### config.mk
export PLATFORM = sky130hd
export DESIGN_NAME = trace_buffer
export DESIGN_NICKNAME = d
export VERILOG_FILES = /design/src/rtl/trace_buffer.sv
export SDC_FILE = /design/constraint.sdc
export NUM_CORES = 2
export LEC_CHECK = 0
export ABC_AREA = 0
export BUFFER_PORTS_ARGS = -buffer_cell sky130_fd_sc_hd__clkbuf_2
export CAP_MARGIN = 0
export CORE_ASPECT_RATIO = 0.75
export CORE_MARGIN = 8
export CORE_UTILIZATION = 50
export DETAILED_ROUTE_END_ITERATION = 10
export PLACE_DENSITY = 0.72
export SYNTH_ARGS = -nofsm -noshare
export SYNTH_HDL_FRONTEND = slang
export SYNTH_SLANG_ARGS = --single-unit
### constraint.sdc
create_clock -name clk -period 12.32 [get_ports clk]
set_input_delay 0.616 -clock clk [delete_from_list [all_inputs] [get_ports clk]]
set_output_delay 0.616 -clock clk [all_outputs]
set_load 0.005 [all_outputs]
### src/rtl/trace_buffer.sv
// Trace capture unit: samples core activity into a circular buffer (all / stores / PC-triggered),
// stops on disable, self-loop halt or trigger post-count, then drains oldest-first over valid/ready.
module trace_buffer #(
    parameter int XLEN        = 32,
    parameter int DEPTH       = 16,
    parameter int HALT_CYCLES = 8
) (
    input  logic                     clk,
    input  logic                     rst,
    input  logic                     en,
    input  logic [1:0]               mode,
    input  logic [XLEN-1:0]          trig_pc,
    input  logic [$clog2(DEPTH):0]   post_count,
    input  logic [XLEN-1:0]          pc,
    input  logic [XLEN-1:0]          instr,
    input  logic [XLEN-1:0]          aluresult,
    input  logic [XLEN-1:0]          writedata,
    input  logic                     memwrite,
    output logic                     rd_valid,
    input  logic                     rd_ready,
    output logic [XLEN-1:0]          rd_pc,
    output logic [XLEN-1:0]          rd_instr,
    output logic [XLEN-1:0]          rd_data,
    output logic                     rd_memwrite,
    output logic                     rd_last,
    output logic [$clog2(DEPTH):0]   count,
    output logic                     overflow,
    output logic                     halted,
    output logic                     busy
);
    localparam int AW = $clog2(DEPTH);
    localparam int CW = AW + 1;
    localparam int SW = $clog2(HALT_CYCLES + 1);
    localparam int EW = 3 * XLEN + 1;

    typedef enum logic [1:0] {S_IDLE, S_ARMED, S_CAPTURE, S_DRAIN} state_t;
    localparam logic [1:0] M_ALL     = 2'd0;
    localparam logic [1:0] M_STORES  = 2'd1;
    localparam logic [1:0] M_TRIGGER = 2'd2;

    state_t          state_q, state_d;
    logic [1:0]      mode_q, mode_d;
    logic [AW-1:0]   wr_ptr_q, wr_ptr_d, rd_ptr_q, rd_ptr_d;
    logic [CW-1:0]   count_q, count_d, post_q, post_d;
    logic [SW-1:0]   stall_q, stall_d;
    logic [XLEN-1:0] prev_pc_q, prev_pc_d;
    logic            overflow_q, overflow_d, halted_q, halted_d;

    logic [EW-1:0]   mem [DEPTH];
    logic [EW-1:0]   rd_entry_q;
    logic [EW-1:0]   wr_entry;

    logic            active, dup, halt_ev, trig_hit, rec, pop, full;
    logic [CW-1:0]   post_load;

    assign active    = ((state_q == S_ARMED) || (state_q == S_CAPTURE)) && en;
    assign dup       = (pc == prev_pc_q);
    assign halt_ev   = active && dup && (stall_q == SW'(HALT_CYCLES - 1));
    assign trig_hit  = (state_q == S_ARMED) && en && (pc == trig_pc) && !halt_ev;
    // The trigger sample is forced in so it is kept even when it looks like a repeat.
    assign rec       = active && ((mode_q == M_STORES) ? memwrite : (!dup || trig_hit));
    assign pop       = (state_q == S_DRAIN) && (count_q != '0) && rd_ready;
    assign full      = (count_q == CW'(DEPTH));
    assign post_load = (post_count > CW'(DEPTH - 1)) ? CW'(DEPTH - 1) : post_count;
    assign wr_entry  = {pc, instr, (mode_q == M_STORES) ? writedata : aluresult, memwrite};

    always_ff @(posedge clk) begin
        if (rst) begin
            state_q    <= S_IDLE;
            mode_q     <= M_ALL;
            wr_ptr_q   <= '0;
            rd_ptr_q   <= '0;
            count_q    <= '0;
            post_q     <= '0;
            stall_q    <= '0;
            prev_pc_q  <= '0;
            overflow_q <= 1'b0;
            halted_q   <= 1'b0;
        end else begin
            state_q    <= state_d;
            mode_q     <= mode_d;
            wr_ptr_q   <= wr_ptr_d;
            rd_ptr_q   <= rd_ptr_d;
            count_q    <= count_d;
            post_q     <= post_d;
            stall_q    <= stall_d;
            prev_pc_q  <= prev_pc_d;
            overflow_q <= overflow_d;
            halted_q   <= halted_d;
        end
    end

    always_comb begin
        state_d    = state_q;
        mode_d     = mode_q;
        wr_ptr_d   = wr_ptr_q;
        rd_ptr_d   = rd_ptr_q;
        count_d    = count_q;
        post_d     = post_q;
        stall_d    = stall_q;
        prev_pc_d  = prev_pc_q;
        overflow_d = overflow_q;
        halted_d   = halted_q;
        case (state_q)
            S_IDLE: begin
                if (en) begin
                    mode_d     = (mode == M_TRIGGER || mode == M_STORES) ? mode : M_ALL;
                    state_d    = (mode == M_TRIGGER) ? S_ARMED : S_CAPTURE;
                    wr_ptr_d   = '0;
                    rd_ptr_d   = '0;
                    count_d    = '0;
                    post_d     = '0;
                    stall_d    = '0;
                    prev_pc_d  = '0;
                    overflow_d = 1'b0;
                    halted_d   = 1'b0;
                end
            end
            S_ARMED, S_CAPTURE: begin
                if (!en) begin
                    state_d = S_DRAIN;
                end else begin
                    prev_pc_d = pc;
                    if (!dup)
                        stall_d = '0;
                    else if (stall_q != SW'(HALT_CYCLES - 1))
                        stall_d = stall_q + 1'b1;
                    if (rec) begin
                        wr_ptr_d = wr_ptr_q + 1'b1;
                        if (full) begin
                            rd_ptr_d   = rd_ptr_q + 1'b1;
                            overflow_d = 1'b1;
                        end else begin
                            count_d = count_q + 1'b1;
                        end
                    end
                    if (halt_ev) begin
                        halted_d = 1'b1;
                        state_d  = S_DRAIN;
                    end else if (trig_hit) begin
                        post_d  = post_load;
                        state_d = (post_load == '0) ? S_DRAIN : S_CAPTURE;
                    end else if (state_q == S_CAPTURE && mode_q == M_TRIGGER && rec) begin
                        post_d = post_q - 1'b1;
                        if (post_q == CW'(1))
                            state_d = S_DRAIN;
                    end
                end
            end
            S_DRAIN: begin
                if (count_q == '0) begin
                    state_d = S_IDLE;
                end else if (pop) begin
                    rd_ptr_d = rd_ptr_q + 1'b1;
                    count_d  = count_q - 1'b1;
                    if (count_q == CW'(1))
                        state_d = S_IDLE;
                end
            end
            default: state_d = S_IDLE;
        endcase
    end

    always_ff @(posedge clk) begin
        if (rec)
            mem[wr_ptr_q] <= wr_entry;
    end

    // Registered read addressed by the next read pointer; bypass covers a write into the head slot.
    always_ff @(posedge clk) begin
        if (rst)
            rd_entry_q <= '0;
        else if (rec && (wr_ptr_q == rd_ptr_d))
            rd_entry_q <= wr_entry;
        else
            rd_entry_q <= mem[rd_ptr_d];
    end

    always_comb begin
        busy        = (state_q != S_IDLE);
        rd_valid    = (state_q == S_DRAIN) && (count_q != '0);
        rd_pc       = rd_valid ? rd_entry_q[3*XLEN -: XLEN] : '0;
        rd_instr    = rd_valid ? rd_entry_q[2*XLEN -: XLEN] : '0;
        rd_data     = rd_valid ? rd_entry_q[XLEN -: XLEN] : '0;
        rd_memwrite = rd_valid && rd_entry_q[0];
        rd_last     = rd_valid && (count_q == CW'(1));
        count       = count_q;
        overflow    = overflow_q;
        halted      = halted_q;
    end
endmodule
== Word level (Yosys, flattened, before mapping) ==
Memories as Yosys holds them, arrays and structs flattened. A register that Yosys moved wholly into a read port is not among the register bits.
Index checks and enable logic that the tools add are counted.

* Bits in registers: 60
* Latch bits: 0
* Memories kept: 1
* Logic and storage cells: 140
* Bits in writable memories: 1,552
* Output and inout port bits: 107
* Input bits: 172
* Memory bits (read-only): 0

{| class="wikitable"
|+ Memories
! memory !! depth !! bits a word !! rd ports !! clocked after memory_dff !! write ports !! line !! RTL
|-
| mem || 16 || 97 || 1 || 1 || 1 || 49 || <nowiki>logic [EW-1:0] mem [DEPTH];</nowiki>
|}

* Reductions and logical operators: 34
* $lt $le $gt $ge: 1
* Eq/ne operators: 29
* Add/sub/neg operators: 6
* Div/mod/pow operators: 0
* Bitwise operators: 0
* Muxes and demuxes: 59
* Shift-type cells: 0
* Multiply operators: 0

{| class="wikitable"
|+ Operator list
! operator !! count
|-
| 32-bit 2-to-1 mux || 6
|-
| 32-bit == test || 2
|-
| 32-bit case mux with 2 select lines || 1
|-
| 5-bit 2-to-1 mux || 11
|-
| 4-bit 2-to-1 mux || 12
|-
| 2-bit 2-to-1 mux || 11
|-
| 2-bit != test, second input constant || 9
|-
| 4-bit case mux with 2 select lines || 2
|-
| 5-bit case mux with 3 select lines || 1
|-
| 5-bit AND reduction || 3
|-
| 1-bit logical AND || 13
|-
| 4-bit by 1-bit adder with 4-bit output, second input constant || 3
|-
| 3-bit != test, second input constant || 4
|-
| 4-bit case mux with 3 select lines || 1
|-
| 4-bit AND reduction || 3
|-
| 5-bit by 1-bit == test with 1-bit output, second input constant || 2
|-
| 5-bit logical NOT || 2
|-
| 1-bit 2-to-1 mux || 10
|-
| 5-bit != test, second input constant || 2
|-
| 5-bit case mux with 2 select lines || 1
|-
| 5-bit by 1-bit subtractor with 5-bit output, second input constant || 2
|-
| 2-bit == test, second input constant || 4
|-
| 2-bit by 1-bit == test with 1-bit output, second input constant || 3
|-
| 2-bit case mux with 3 select lines || 1
|-
| 15 further kinds || 20
|}

== Logic depth before layout (Yosys ltp) ==
* Word-level depth: 16
* Gate-level depth with buffers: 18
* Depth with buffers taken out: 12

== Worst setup path after synthesis ==
Ideal clock, no wire load.

* Path kind: input port to flip-flop
* Start point: input port pc[17]
* End point: memory mem[3][0] (netlist name) (enable)
* Setup slack: 2.832 ns
* Path buffers: 0
* Data required time: 11.649 ns
* Arrival time: 8.817 ns
* Stages: 7
* Library setup time: 0.671 ns
* Cell sequence: xnor2_1 > nand4_1 > nor4_1 > nand4b_1 > a21oi_1 > nand2_1 > nor3_1

* Longest elaborated chain between the ends: 10
* Elaborated cells on any way between the ends: 13
* Those cells by class: eq/ne: 2; mux: 3; reduce/logical: 8

{| class="wikitable"
|+ RTL lines
! element !! line !! RTL
|-
| start: declaration || 14 || <nowiki>input logic [XLEN-1:0] pc,</nowiki>
|-
| 32-bit == test || 57 || <nowiki>assign dup = (pc == prev_pc_q);</nowiki>
|-
| 1-bit logical AND (2 in a row) || 58 || <nowiki>assign halt_ev = active && dup && (stall_q == SW'(HALT_CYCLES - 1));</nowiki>
|-
| 1-bit logical NOT || 59 || <nowiki>assign trig_hit = (state_q == S_ARMED) && en && (pc == trig_pc) && !halt_ev;</nowiki>
|-
| 1-bit logical AND || 59 ||
|-
| 1-bit logical OR (*) || 61 || <nowiki>assign rec = active && ((mode_q == M_STORES) ? memwrite : (!dup || trig_hit));</nowiki>
|-
| 1-bit 2-to-1 mux (*) || 61 ||
|-
| 1-bit logical AND (*) || 61 ||
|-
| 1-bit 2-to-1 mux (*) || 165 || <nowiki>if (rec)</nowiki>
|-
| 1-bit 2-to-1 mux (not written as such) (*) || 166 || <nowiki>mem[wr_ptr_q] <= wr_entry;</nowiki>
|-
| end: declaration || 49 ||
|}

Every way passes the cells marked *; elsewhere a longest branch is shown, timed or not.

== Worst setup path after layout ==
* Start point: register count_q[1], in the netlist count[1]
* End point: register rd_entry_q[96], read port of mem

* Longest elaborated chain between the ends: 6
* Elaborated cells on any way between the ends: 11
* Those cells by class: eq/ne: 1; mux: 6; reduce/logical: 4

{| class="wikitable"
|+ RTL lines
! element !! line !! RTL
|-
| start: declaration || 44 || <nowiki>logic [CW-1:0] count_q, count_d, post_q, post_d;</nowiki>
|-
| start signal: assignment || 84 || <nowiki>count_q <= count_d;</nowiki>
|-
| 5-bit nonzero test || 62 || <nowiki>assign pop = (state_q == S_DRAIN) && (count_q != '0) && rd_ready;</nowiki>
|-
| 1-bit logical AND (2 in a row) || 62 ||
|-
| 4-bit 2-to-1 mux || 153 || <nowiki>end else if (pop) begin</nowiki>
|-
| 4-bit 2-to-1 mux || 151 || <nowiki>if (count_q == '0) begin</nowiki>
|-
| 4-bit case mux with 3 select lines (*) || 104 || <nowiki>case (state_q)</nowiki>
|-
| end: declaration || 50 || <nowiki>logic [EW-1:0] rd_entry_q;</nowiki>
|}

Marks and branches as above.
A chain may end at the register's enable or synchronous reset.

==> impl_metrics.csv <==
group,metric,value,unit
yosys,synth_seq_cells,1709,
yosys,seq_area_frac_synth,73.6,%
global_routing,grt_pass1_vias,40500,
clocking,path_clk_slew,0.06,ns
yosys,ys_warn_count,0,
setup_path,critPathSlowestCell,"buf_4",
route,drt_iter0_markers,5243,
yosys,synth_edf_count,1552,
finish,final-seq-area,49700,sq um
yosys,synthFlopType,"edfxtp_1",
finish,fin_nets,5092,
run,max-cap-violations,0,
hold_path,hold_class,"input pin to register",
die,dieArea,147000,sq um
power,swShare,24.8,%
power,p_per_area,172,nW/um^2
die,ios,279,
power,vdd_drop_max,176,uV
clocking,htree_levels,4,
clocking,postCtsResizedCells,0,
sta,maxSlewViolCount,0,
power,power.internal,9810,uW
finish,final_area,76100,sq um
hold_path,worstHoldStart,"en",
power,p_leak,0.0264,uW
clocking,clk_latency,0.80,ns
sta,worst_pin_slew,1.23,ns
route,ant_nets,0,
hold_path,min_path_cells,3,
placement,finalWeightedCongestion,0.804,
finish,layout.cells.most_common_list,"1552 x edfxtp_1, 784 x nand2_1, 487 x mux2i_1",
yosys,syn_area_per_cell,14.4,sq um
global_routing,overflow,0,
yosys,synth_top_area_share,69.0,%
sta,fmax,152,MHz
setup_path,cp.required,12.96,ns
clocking,cts_tree,"done",
placement,place_area,70700,sq um
die,coreArea,135000,sq um
yosys,syn_area,67600,sq um
setup_path,crit_type,"register to register",
route,num_vias,42000,
sta,finalSetupViolations,0,
power,pwr-share-clk,38.0,%
sta,max_slew_margin,17.9,%
yosys,syn_nets,4883,
sta,hold_viol_final,0,
yosys,syn_inst,4696,
clocking,numCtsBuffers,164,
route,drc_errors,0,
setup_path,timing.rr.start,"count[1]$_SDFFE_PP0P_",
setup_path,worstPathCellList,"inv_1 -> ha_1 -> or4b_4 -> buf_4 -> nand4_1 -> a21oi_1 -> or3_1 -> a21oi_1 -> or4_1 -> o211ai_1 -> or4_4 -> buf_4 -> buf_4 -> nor2_1 -> a211oi_1",
finish,layout_commonest_cell,"edfxtp_1",
route,routed_wl,185,mm
yosys,async_reset_ff_share,0,%
hold_path,whs_endpoint,"mode_q[1]$_SDFFE_PP0P_",
setup_path,cp_num_buf_inv,4,
route,viasPerCell,6.14,
setup_path,worst_r2r_endpoint,"rd_entry_q[96]$_SDFF_PP0_",
global_routing,antenna_found_initial,16,
sta,final.setup.tns,0,ns
die,dieHeight,334,um
setup_path,critPathLaunchType,"register",
clocking,post_cts_buffers,0,
setup_path,arrival,7.21,ns
route,wire_per_inst,27.0,um
setup_path,endpoint_kind,"register",
route,first_pass_iters,6,
placement,portBuffers,278,
global_routing,grt_pass1_wl,269,mm
setup_path,r2r_cells,15,
setup_path,crit_path_max_fanout,53,
power,power_frac_comb,10.5,%
sta,rsz0062_at_grt,"false",
die,initial_core_util,50.1,%
power,switchingPower,3240,uW
run_status,status,"finished clean",
yosys,ys_types,62,
die,die_x,441,um
clocking,clock_path_buffers,3,
setup_path,rrSetupSlack,5.75,ns
placement,place_hpwl,94.7,mm
clocking,holdBufCountCts,0,
clocking,cts_sinks,1709,
setup_path,crit_family,"buffers and inverters",
global_routing,grt_max_degree,168,
sta,min_period,6.57,ns
setup_path,crit_path_frequent_cell,"buf_4",
clocking,root_buffer,"clkbuf_16",
finish,fillCellCount,10300,
setup_path,slowest_delay,0.90,ns
yosys,synthTopCellsByArea,"edfxtp_1 69%, mux2i_1 7.2%, dfxtp_1 4.7%",
finish,syn_to_final_growth,12.5,%
sta,skew,0.0253,ns
finish,multi_input_area,16700,sq um
power,p_seq_share,51.5,%
global_routing,grtUsageTotal,24.4,%
finish,layout-drive-gt1-share,12.8,%
yosys,yosysTopAreaCell,"edfxtp_1",
sta,fin_crit_sh,53.3,%
die,rows,117,
-- cells in the mapped netlist (15+ instances only) --
library cell / number
ha_1: 15
nand3_1: 360
nand2_1: 784
inv_1: 15
clkbuf_1: 193
nor3_1: 15
a22oi_1: 36
xnor2_1: 38
nor2_1: 180
mux2i_1: 487
a21oi_1: 26
xor2_1: 39
edfxtp_1: 1552
a311oi_1: 96
and3_1: 102
o22ai_1: 192
dfxtp_1: 157
buf_2: 77
buf_1: 29
a31oi_1: 66
a211oi_1: 89
nand4_1: 19
-- per-layer routing --
layer  routed length, um  global-route usage [%]  vias up
met5                  46                       0        -
met4                6260                    8.52        8
met3               19300                    4.94      364
met2               86400                    38.5     2391
met1               72900                    33.8    21000
li1                    -                       -    18300
-- cells by family after synthesis --
| kind of cell | count (synthesis) | share of synthesized area [%] |
|---|---|---|
| AO/OA/AOI/OAI | 561 | 5.96 |
| XOR/XNOR | 77 | 0.998 |
| adder cells (fa/ha/maj) | 15 | 0.278 |
| buffers and inverters | 328 | 2.06 |
| flip-flops | 1709 | 73.6 |
| multiplexers | 487 | 7.21 |
| AND/OR/NAND/NOR | 1519 | 9.88 |
-- metrics by stage --
stage | util (%) | hold WS, ns | power (uW) | instances | worst slack [ns]
floorplan | - | 0.445 | 7630 | 4696 | 2.83
global placement | 52.4 | 0.463 | 8160 | 6524 | 5.67
detailed placement | 52.4 | 0.471 | 8200 | 6524 | 5.51
CTS | 56.3 | 0.174 | 13100 | 6829 | 5.84
global route | 56.3 | 0.203 | 13400 | 6834 | 5.50
finish | 56.4 | 0.236 | 13000 | 6838 | 5.75
-- how the worst max path moves through the flow --
stage / from / end / slack (ns) / cells past startpoint
after floorplan: pc[17] / mem[3][0]$_DFFE_PP_ / 2.83 / 7
after global placement: pc[6] / rd_entry_q[15]$_SDFF_PP0_ / 5.67 / 14
after detailed placement: pc[6] / rd_entry_q[28]$_SDFF_PP0_ / 5.51 / 14
after CTS: count[0]$_SDFFE_PP0P_ / rd_entry_q[96]$_SDFF_PP0_ / 5.84 / 15
after global routing: count[0]$_SDFFE_PP0P_ / rd_entry_q[77]$_SDFF_PP0_ / 5.50 / 15
final: count[1]$_SDFFE_PP0P_ / rd_entry_q[96]$_SDFF_PP0_ / 5.75 / 15
-- flip-flops by register name, indices dropped and copies added (netlist names) --
register	count
mem	1552
rd_entry_q	97
prev_pc_q	32
count	5
post_q	5
rd_ptr_q	4
stall_q	4
wr_ptr_q	4
mode_q	2
state_q	2
halted	1
overflow	1
-- power groups by stage --
stage               sequential [uW]  clock (uW)  combinational (uW)
finish                         6720        4950                1370
global route                   6730        5220                1470
CTS                            6720        5000                1370
detailed placement             6840           0                1360
global placement               6840           0                1320
floorplan                      6810           0                 824
-- worst min-delay path, delay by kind of cell --
kind	cells	cell delay, ns
buf+inv	1	0.19
simple gates	1	0.11
compound gates	1	0.06
-- final cells by class --
cell class                      count  share of cell area, %
Sequential cell                  1709                   65.4
Multi-Input combinational cell   2659                   21.9
Clock buffer                      230                   6.09
Tap cell                         1785                   2.94
Timing Repair Buffer              355                   2.66
Clock inverter                     75                  0.880
Inverter                           16                 0.0790
Antenna cell                        9                 0.0296
Note: power is estimated with default switching activity, not from simulation.
